===== config.mk =====
export PLATFORM = sky130hd
export DESIGN_NAME = trojan_activity_monitor
export DESIGN_NICKNAME = d
export VERILOG_FILES = /design/src/rtl/trojan_mon_pkg.sv /design/src/rtl/coinc_window_counter.sv /design/src/rtl/trojan_activity_monitor.sv
export SDC_FILE = /design/constraint.sdc
export NUM_CORES = 1
export LEC_CHECK = 0
export ABC_CLOCK_PERIOD_IN_PS = 5800
export CAP_MARGIN = 5
export CORE_UTILIZATION = 58
export CTS_CLUSTER_SIZE = 28
export DETAILED_ROUTE_END_ITERATION = 12
export PLACE_DENSITY = 0.84
export SYNTH_ARGS = -nofsm -noshare
export SYNTH_HDL_FRONTEND = slang
export SYNTH_SLANG_ARGS = --single-unit

===== constraint.sdc =====
create_clock -name CK -period 5.8 [get_ports CK]
set_input_delay 0.58 -clock CK [delete_from_list [all_inputs] [get_ports CK]]
set_output_delay 0.58 -clock CK [all_outputs]
set_load 0.02 [all_outputs]

===== src/rtl/trojan_mon_pkg.sv =====
// rtl/trojan_mon_pkg.sv - FSM state and alarm cause encodings for trojan_activity_monitor
package trojan_mon_pkg;

    typedef enum logic [1:0] {
        ST_MON   = 2'd0,
        ST_ARMED = 2'd1,
        ST_ALARM = 2'd2
    } mon_state_t;

    localparam logic [1:0] CAUSE_NONE         = 2'b00;
    localparam logic [1:0] CAUSE_PAYLOAD      = 2'b01;
    localparam logic [1:0] CAUSE_TRIG_PAYLOAD = 2'b10;

endpackage


===== src/rtl/coinc_window_counter.sv =====
// rtl/coinc_window_counter.sv - rare-net coincidence edge detector with per-window saturating event count
module coinc_window_counter #(
    parameter int WIN_LEN     = 256,
    parameter int TRIG_THRESH = 3,
    parameter int CNT_W       = 8
) (
    input  logic             CK,
    input  logic             rst,
    input  logic             clr,
    input  logic             probe_a,
    input  logic             probe_b,
    output logic [CNT_W-1:0] ev_count,
    output logic             trig
);

    localparam int WC_W = (WIN_LEN > 2) ? $clog2(WIN_LEN) : 1;

    logic [WC_W-1:0]  wc;
    logic             coinc;
    logic             coinc_q;
    logic             ev_pulse;
    logic             wrap;
    logic [CNT_W-1:0] ev_count_next;

    assign coinc    = probe_a & probe_b;
    assign ev_pulse = coinc & ~coinc_q;
    assign wrap     = (wc == WC_W'(WIN_LEN - 1));

    // An event on the wrap cycle belongs to the window that starts next.
    always_comb begin
        ev_count_next = ev_count;
        if (clr) begin
            ev_count_next = '0;
        end else if (wrap) begin
            ev_count_next = CNT_W'(ev_pulse);
        end else if (ev_pulse && (ev_count != {CNT_W{1'b1}})) begin
            ev_count_next = ev_count + CNT_W'(1);
        end
    end

    assign trig = (32'(ev_count_next) >= $unsigned(TRIG_THRESH));

    // coinc_q keeps tracking through clr so a held coincidence is not recounted.
    always_ff @(posedge CK or posedge rst) begin
        if (rst) begin
            coinc_q  <= 1'b0;
            wc       <= '0;
            ev_count <= '0;
        end else begin
            coinc_q  <= coinc;
            ev_count <= ev_count_next;
            if (clr || wrap) begin
                wc <= '0;
            end else begin
                wc <= wc + WC_W'(1);
            end
        end
    end

endmodule


===== src/rtl/trojan_activity_monitor.sv =====
// rtl/trojan_activity_monitor.sv - trigger/payload Trojan detector with sticky classified alarm; TROJAN_MON_LOG_EN adds first_mis_ts
module trojan_activity_monitor
    import trojan_mon_pkg::*;
#(
    parameter int WIN_LEN     = 256,
    parameter int TRIG_THRESH = 3,
    parameter int ARM_TO      = 64,
    parameter int CNT_W       = 8
) (
    input  logic             CK,
    input  logic             rst,
    input  logic             probe_a,
    input  logic             probe_b,
    input  logic             obs_out,
    input  logic             ref_out,
    input  logic             clr,
    output logic             armed,
    output logic             alarm,
    output logic [1:0]       cause,
    output logic             trig_seen,
    output logic [CNT_W-1:0] ev_count,
    output logic [CNT_W-1:0] mis_count
`ifdef TROJAN_MON_LOG_EN
    ,
    output logic [31:0]      first_mis_ts
`endif
);

    localparam int              TMO_W    = (ARM_TO > 1) ? $clog2(ARM_TO + 1) : 1;
    localparam logic [TMO_W-1:0] ARM_LOAD = TMO_W'(ARM_TO - 1);

    mon_state_t       state, state_nxt;
    logic [TMO_W-1:0] tmo, tmo_nxt;
    logic [1:0]       cause_nxt;
    logic             seen_nxt;
    logic             trig;
    logic             mis;

    assign mis = obs_out ^ ref_out;

    coinc_window_counter #(
        .WIN_LEN    (WIN_LEN),
        .TRIG_THRESH(TRIG_THRESH),
        .CNT_W      (CNT_W)
    ) u_coinc (
        .CK      (CK),
        .rst     (rst),
        .clr     (clr),
        .probe_a (probe_a),
        .probe_b (probe_b),
        .ev_count(ev_count),
        .trig    (trig)
    );

    // Mismatch outranks trigger; clr outranks both.
    always_comb begin
        state_nxt = state;
        tmo_nxt   = tmo;
        cause_nxt = cause;
        seen_nxt  = trig_seen;
        if (clr) begin
            state_nxt = ST_MON;
            cause_nxt = CAUSE_NONE;
            seen_nxt  = 1'b0;
        end else begin
            case (state)
                ST_MON: begin
                    if (mis) begin
                        state_nxt = ST_ALARM;
                        cause_nxt = CAUSE_PAYLOAD;
                    end else if (trig) begin
                        state_nxt = ST_ARMED;
                        tmo_nxt   = ARM_LOAD;
                        seen_nxt  = 1'b1;
                    end
                end
                ST_ARMED: begin
                    if (mis) begin
                        state_nxt = ST_ALARM;
                        cause_nxt = CAUSE_TRIG_PAYLOAD;
                    end else if (trig) begin
                        tmo_nxt  = ARM_LOAD;
                        seen_nxt = 1'b1;
                    end else if (tmo == '0) begin
                        state_nxt = ST_MON;
                    end else begin
                        tmo_nxt = tmo - TMO_W'(1);
                    end
                end
                ST_ALARM: begin
                    state_nxt = ST_ALARM;
                end
                default: begin
                    state_nxt = ST_MON;
                end
            endcase
        end
    end

    always_ff @(posedge CK or posedge rst) begin
        if (rst) begin
            state     <= ST_MON;
            tmo       <= '0;
            cause     <= CAUSE_NONE;
            trig_seen <= 1'b0;
        end else begin
            state     <= state_nxt;
            tmo       <= tmo_nxt;
            cause     <= cause_nxt;
            trig_seen <= seen_nxt;
        end
    end

    assign armed = (state == ST_ARMED);
    assign alarm = (state == ST_ALARM);

    always_ff @(posedge CK or posedge rst) begin
        if (rst) begin
            mis_count <= '0;
        end else if (clr) begin
            mis_count <= '0;
        end else if (mis && (mis_count != {CNT_W{1'b1}})) begin
            mis_count <= mis_count + CNT_W'(1);
        end
    end

`ifdef TROJAN_MON_LOG_EN
    logic [31:0] cyc_cnt;
    logic        mis_logged;

    // The cycle counter survives clr so timestamps stay comparable across clears.
    always_ff @(posedge CK or posedge rst) begin
        if (rst) begin
            cyc_cnt      <= '0;
            first_mis_ts <= '0;
            mis_logged   <= 1'b0;
        end else begin
            cyc_cnt <= cyc_cnt + 32'd1;
            if (clr) begin
                first_mis_ts <= '0;
                mis_logged   <= 1'b0;
            end else if (mis && !mis_logged) begin
                first_mis_ts <= cyc_cnt;
                mis_logged   <= 1'b1;
            end
        end
    end
`endif

endmodule


==> metrics.md, run 1 <==
| Metric | Value |
|---|---|
| Total GRT Usage | 25.96% |
| Peak VDD IR | approximately 0.23 mV |
| Layout Nets | 249 |
| Die X-Extent | roughly 60 um |
| Startpoint types | input pin |
| Pleak | 1.007 nW |
| HPWL Detailed | 2.916 mm |
| Hold buffers post-CTS | 0 |
| Worst setup EP type | flip-flop |
| Drt initial violations | 121 |
| Final worst-path cycle share | 52.27% |
| Worst path required time | roughly 6 ns |
| Crit Path Class | input pin to flip-flop |
| Total die area | roughly 0.0036 sq mm |
| # DRC | 0 |
| First-pass GRT wire length | ~6.9 mm |
| Post-CTS Setup Inserts | 0 |
| Worst-Skew Late Latency | 0.35 ns |
| Share of post-route cells with drive strength above 1 | under 10% |
| Synth top area cells | dfrtp_1 47%, nor2_1 6.7%, xnor2_1 4.0% |
| Final RePlAce weighted congestion | just under 0.9 |
| Tightest Pin Transition | roughly 0.65 ns |
| Most common cell in the netlist | dfrtp_1 |
| FMAX | around 330 MHz |
| Synth Register Bits | 37 |
| Crit path cell chain | clkdlybuf4s50_1 -> nor3_1 -> nand2_1 -> nor4_1 -> nor3b_1 -> a211oi_1 -> a31oi_1 |
| Outcome | finished clean |
| Area Overhead vs Synth | 18.62% |
| Max-slew headroom | between 50 and 60% |
| Mapped Cells | between 200 and 250 |
| Hold Fails Final Rpt | 0 |
| Initial antenna violation count | 0 |
| P per Cell Area | around 220 mW/mm^2 |
| Hold_ws | between 0.4 and 0.5 ns |
| Slew Limit Fails | 0 |
| Critical path fanouts, max | 18 |
| Clock Skews | 0.01419 ns |
| Synth area leader | dfrtp_1 |
| Fin util | 74.16% |
| Ports | 28 |
| Max Cap Viol | 0 |
| Mapped cell area | around 0.0020 sq mm |
| CTS Sinks | 37 |
| Core Rows | 20 |
| Slowest stage delay, CP | 0.72 ns |
| Kind of cell adding the most delay to the critical path | simple AND/OR/NAND/NOR gates |
| TritonCTS Buffers | 5 |
| Final ANT Viol Nets | 0 |
| Drt first pass iters | 5 |
| Synth async-reset ratio | 100.0% |
| Final setup vio count | 0 |
| Worst setup margin | 2.768 ns |
| Fillers | 229 |
| Synth top area share | between 40% and 50% |
| YS warnings | 0 |
| Arr. time, crit path | about 3.3 ns |
| CP bufs+invs | 1 |
| Overall routed net length | 4.237 mm |
| Vias in the first global route | between 1,500 and 2,000 |
| H-tree Lvls | 2 |
| Synth Flop Type | dfrtp_1 |
| Worst path slowest cell | clkdlybuf4s50_1 |
| Total grt overflow | 0 |
| Setup TNS | 0 ns |
| Hold Crit Class | flip-flop to flip-flop |
| RSZ-0062 raised after global routing | false |
| # diodes | 0 |
| Largest net degree at the start of global routing | 38 |
| Number of buffers added on ports | 27 |
| Starting density of the core | ~63% |
| Commonest cells post-synth | 37 x dfrtp_1, 35 x nor2_1, 14 x nand2_1 |
| Post-CTS sizing | 0 |
| WL/cell | 15.08 um |
| Sequential fraction of the synthesis area | about 47% |
| Mapped Nets | around 220 |
| CTS tree | built |
| Vias post-DR | around 1,700 |
| Synth Area per Inst | ~9.5 sq um |
| Worst slack at placement | between 2 and 3 ns |
| Netlist cell types | 46 |
| Min Tclk post-route | just over 3 ns |
| Die Y | roughly 60 um |
| Vias per inst | between 5 and 6 |
| Reg clk slew, reported paths | 0.11 ns |
| Clock root cell | clkbuf_4 |
| Max clock buf depth | 2 |
| EDFF count, synth | 0 |
| Core Area | 0.003128 sq mm |
[where the power goes]
| part | switching (mW) | internal (mW) |
|---|---|---|
| sequential | 0.0169 | 0.274 |
| clock | 0.0831 | 0.0573 |
| combinational | 0.0490 | 0.0350 |
[metal layers]
layer / global-route usage [%] / part of all wire, %
met1: 30.86 / 43
met2: 44.13 / 50
met3: 8.009 / 5.5
met4: 9.302 / 2.0
met5: 0 / 0
[stage by stage]
stage	instances	power, mW	area, sq um
after floorplan	206	0.3483	1956
after global placement	274	0.3718	2265
after detailed placement	274	0.3768	2265
after CTS	281	0.5155	2320
after global routing	281	0.5368	2320
final	281	0.5151	2320
[cells by family (layout without fill, tap and decap cells)]
kind of cell             after synthesis  count (layout)  share of synthesized area (%)
buffers and inverters                 17              48                          3.711
AO/OA/AOI/OAI                         36              36                          12.99
XOR/XNOR                              17              17                          7.614
multiplexers                           3               3                          1.599
flip-flops                            37              37                          47.34
AND/OR/NAND/NOR                       91              91                          23.54
adder cells (fa/ha/maj)                5               5                          3.199
[sequential cells by signal (all words and copies together) (netlist names)]
| signal | flops |
|---|---|
| cause | 2 |
| tmo | 7 |
| u_coinc.coinc_q | 1 |
| trig_seen | 1 |
| u_coinc.ev_count | 8 |
| u_coinc.wc | 8 |
| state | 2 |
| mis_count | 8 |
[layout by cell type, fill, tap and decap left out, drive strengths merged, types with 2 or more instances in the layout]
master / n
a211oi: 2
a21oi: 12
a31oi: 3
and3: 2
clkbuf: 7
clkdlybuf4s50: 27
dfrtp: 37
ha: 5
inv: 13
mux2i: 2
nand2: 14
nand2b: 2
nand3: 11
nand4: 6
nor2: 35
nor3: 5
nor3b: 2
nor4: 3
o21a: 2
o21ai: 7
o22a: 2
or2: 2
or3: 3
xnor2: 9
xor2: 8
[area by class of cell]
class                      instances  area, sq um  area share (%)
clock buffer                       7        55.05           2.373
multi-input combinational        152        957.2           41.26
tap                               44        55.05           2.373
timing repair buffer              28        277.8           11.97
inverter                          13        48.80           2.104
sequential                        37        925.9           39.91
[worst register-to-register path, stage by stage, from the launching register on]
cell      delay (ns)
dfrtp_1         0.39
inv_1           0.08
ha_1            0.19
a41oi_1         0.46
nand2_1         0.13
nor4_1          0.48
nor3b_1         0.42
a211oi_1        0.11
a31oi_1         0.18
[path summary, 6_finish.rpt]
check                                   start                  end  slack (ns)  depth (start not counted)
worst min-delay path            u_coinc.wc[0]        u_coinc.wc[0]        0.48                          1
worst max-delay path                      clr               tmo[5]        2.77                          7
worst max register to register         tmo[0]               tmo[5]        3.29                          8
worst min register to register  u_coinc.wc[0]        u_coinc.wc[0]        0.48                          1
min in group asynchronous                 rst  u_coinc.ev_count[7]        0.64                          3
max in group asynchronous                 rst        u_coinc.wc[7]        4.83                          3
Note: power is estimated with default switching activity, not from simulation.
==> run 2: changes to the inputs <==
ABC_CLOCK_PERIOD_IN_PS = 2450   (was 5800)
CORE_UTILIZATION = 49   (was 58)
PLACE_DENSITY = 0.76   (was 0.84)
clock period = 2.45 ns   (was 5.8 ns; I/O delays follow)
==> metrics.md, run 2 (synthesis gave the netlist of run 1 again) <==
| Metric | Value |
|---|---|
| Clock root cell | clkbuf_8 (was clkbuf_4) |
| Slew Limit Fails | 0 (unchanged) |
| WL/cell | 13.43 um (was 15.08 um) |
| Setup TNS | 0 ns (unchanged) |
| H-tree Lvls | 2 (unchanged) |
| Crit Path Class | flip-flop to flip-flop (was input pin to flip-flop) |
| Overall routed net length | 3.935 mm (was 4.237 mm) |
| Drt initial violations | 128 (was 121) |
| Ports | 28 (unchanged) |
| Most frequent cells in the layout | 37 x dfrtp_1, 35 x nor2_1, 27 x clkdlybuf4s50_1 (unchanged) |
| Total GRT Usage | 21.04% (was 25.96%) |
| Hold Fails Final Rpt | 0 (unchanged) |
| Max-slew headroom | 68.00% (was 56.31%) |
| Layout Nets | 256 (was 249) |
| Hold_ws | 0.3715 ns (was 0.4817 ns) |
| Largest net degree at the start of global routing | 38 (unchanged) |
| Max clock buf depth | 2 (unchanged) |
| Share of post-route cells with drive strength above 1 | 11.84% (was 8.017%) |
| Flop2flop setup slack | 0.13 ns (was 3.29 ns) |
| Top flop regs | mis_count x8, u_coinc.ev_count x8, u_coinc.wc x8 (unchanged) |
| Reg2Reg Capture Point | tmo[6] (was tmo[5]) |
| Core Rows | 22 (was 20) |
| Worst setup EP type | flip-flop (unchanged) |
| Core Area | 0.003744 sq mm (was 0.003128 sq mm) |
| Total die area | 0.004248 sq mm (was 0.003608 sq mm) |
| Reg clk slew, reported paths | 0.07 ns (was 0.11 ns) |
| # diodes | 0 (unchanged) |
| Initial antenna violation count | 0 (unchanged) |
| Slowest stage delay, CP | 0.48 ns (was 0.72 ns) |
| Fin util | 65.47% (was 74.16%) |
| Tightest Pin Transition | 0.4738 ns (was 0.6503 ns) |
| Worst-Skew Late Latency | 0.28 ns (was 0.35 ns) |
| Final RePlAce weighted congestion | 0.8364 (was 0.8897) |
| Crit path cell chain | ha_2 -> and3_1 -> and4_1 -> a21oi_1 -> nor4b_4 -> a21oi_2 -> or4_1 -> o21ai_1 (was clkdlybuf4s50_1 -> nor3_1 -> nand2_1 -> nor4_1 -> nor3b_1 -> a211oi_1 -> a31oi_1) |
| Kind of cell adding the most delay to the critical path | simple AND/OR/NAND/NOR gates (unchanged) |
| P per Cell Area | 574.8 mW/mm^2 (was 222.0 mW/mm^2) |
| Vias in the first global route | 1,539 (was 1,576) |
| Total grt overflow | 0 (unchanged) |
| Reg-to-reg critical path startpoint | u_coinc.ev_count[1] (was tmo[0]) |
| Critical path fanouts, max | 6 (was 18) |
| Peak VDD IR | 0.3643 mV (was 0.2303 mV) |
| Final setup vio count | 0 (unchanged) |
| Area Overhead vs Synth | 25.34% (was 18.62%) |
| RSZ-0062 raised after global routing | false (unchanged) |
| Fillers | 317 (was 229) |
| Clock Skews | 0.004886 ns (was 0.01419 ns) |
| Die Y | 65.18 um (was 60.07 um) |
| Startpoint types | flip-flop (was input pin) |
| # DRC | 0 (unchanged) |
| CTS tree | built (unchanged) |
| Final ANT Viol Nets | 0 (unchanged) |
| Pleak | 1.069 nW (was 1.007 nW) |
| R2R cell count | 8 (unchanged) |
| CP bufs+invs | 0 (was 1) |
| Starting density of the core | 52.24% (was 62.52%) |
| Max Cap Viol | 0 (unchanged) |
| Setup crit start | u_coinc.ev_count[1] (was clr) |
| First-pass GRT wire length | 6.768 mm (was 6.879 mm) |
| Final worst-path cycle share | 94.67% |
| Die X-Extent | 65.18 um (was 60.07 um) |
| CTS Sinks | 37 (unchanged) |
| Hold Crit Class | input pin to async pin (was flip-flop to flip-flop) |
| FMAX | about 430 MHz |
| Vias post-DR | 1,623 (was 1,652) |
| Vias per inst | 5.539 (was 5.879) |
| Worst path slowest cell | or4_1 (was clkdlybuf4s50_1) |
| Post-CTS Setup Inserts | 0 (unchanged) |
| TritonCTS Buffers | 5 (unchanged) |
| Arr. time, crit path | 2.53 ns (was 3.31 ns) |
| Min Tclk post-route | 2.319 ns |
| Most common cell after layout, fill and taps aside | dfrtp_1 (unchanged) |
| Worst path depth | 8 (was 7) |
| HPWL Detailed | 2.790 mm (was 2.916 mm) |
| Number of buffers added on ports | 27 (unchanged) |
| Drt first pass iters | 4 (was 5) |
| Outcome | finished clean (unchanged) |
| Worst path required time | 2.66 ns (was 6.08 ns) |
| Crit path capture | tmo[6] (was tmo[5]) |
## run 2: where the power goes
| group | internal (mW) | switching, mW | total [mW] |
|---|---|---|---|
| Clock | 0.305 | 0.212 | 0.518 |
| Sequential | 0.648 | 0.0376 | 0.686 |
| Combinational | 0.0915 | 0.114 | 0.205 |
## run 2: worst min-delay path by stage
stage	to	depth (start not counted)
finish	u_coinc.wc[5]	3
global route	u_coinc.wc[5]	3
detailed placement	tmo[5]	1
global placement	u_coinc.wc[0]	1
floorplan	u_coinc.coinc_q	1
CTS	u_coinc.wc[5]	3
## run 2: repair_timing
action	CTS	global route
resized for setup	0	3
hold buffers	0	0
setup endpoints to repair	0	3
## run 2: layer usage
metal  routed length [um]  GRT usage (%)  vias up
met5                    0              0        -
met4                   45          7.880        0
met3                  244          5.903        4
met2                 1786          31.83       52
met1                 1859          28.67      772
li1                     -              -      795
## run 2: layout make-up
cell class / instances / area [sq um] / share of cell area [%]
Multi-Input combinational cell: 152 / 974.7 / 39.77
Tap cell: 48 / 60.06 / 2.450
Clock inverter: 2 / 38.79 / 1.582
Sequential cell: 37 / 925.9 / 37.77
Clock buffer: 6 / 72.57 / 2.961
Timing Repair Buffer: 35 / 330.3 / 13.48
Inverter: 13 / 48.80 / 1.991
## run 2: worst reg2reg max path, stage by stage, from the launching register on
cell	delay [ns]
dfrtp_1	0.44
ha_2	0.28
and3_1	0.20
and4_1	0.22
a21oi_1	0.07
nor4b_4	0.33
a21oi_2	0.15
or4_1	0.48
o21ai_1	0.08
## run 2: stage by stage
| stage | cell area [sq um] | std cells | setup WS [ns] | power (mW) |
|---|---|---|---|---|
| 2_1_floorplan | 1956 | 206 | 0.1688 | 0.8245 |
| 3_3_place_gp | 2322 | 285 | 0.07181 | 0.8959 |
| 3_5_place_dp | 2322 | 285 | 0.02058 | 0.8985 |
| 4_1_cts | 2434 | 293 | 0.09609 | 1.422 |
| 5_1_grt | 2451 | 293 | 0.02440 | 1.485 |
| 6_report | 2451 | 293 | 0.1307 | 1.409 |
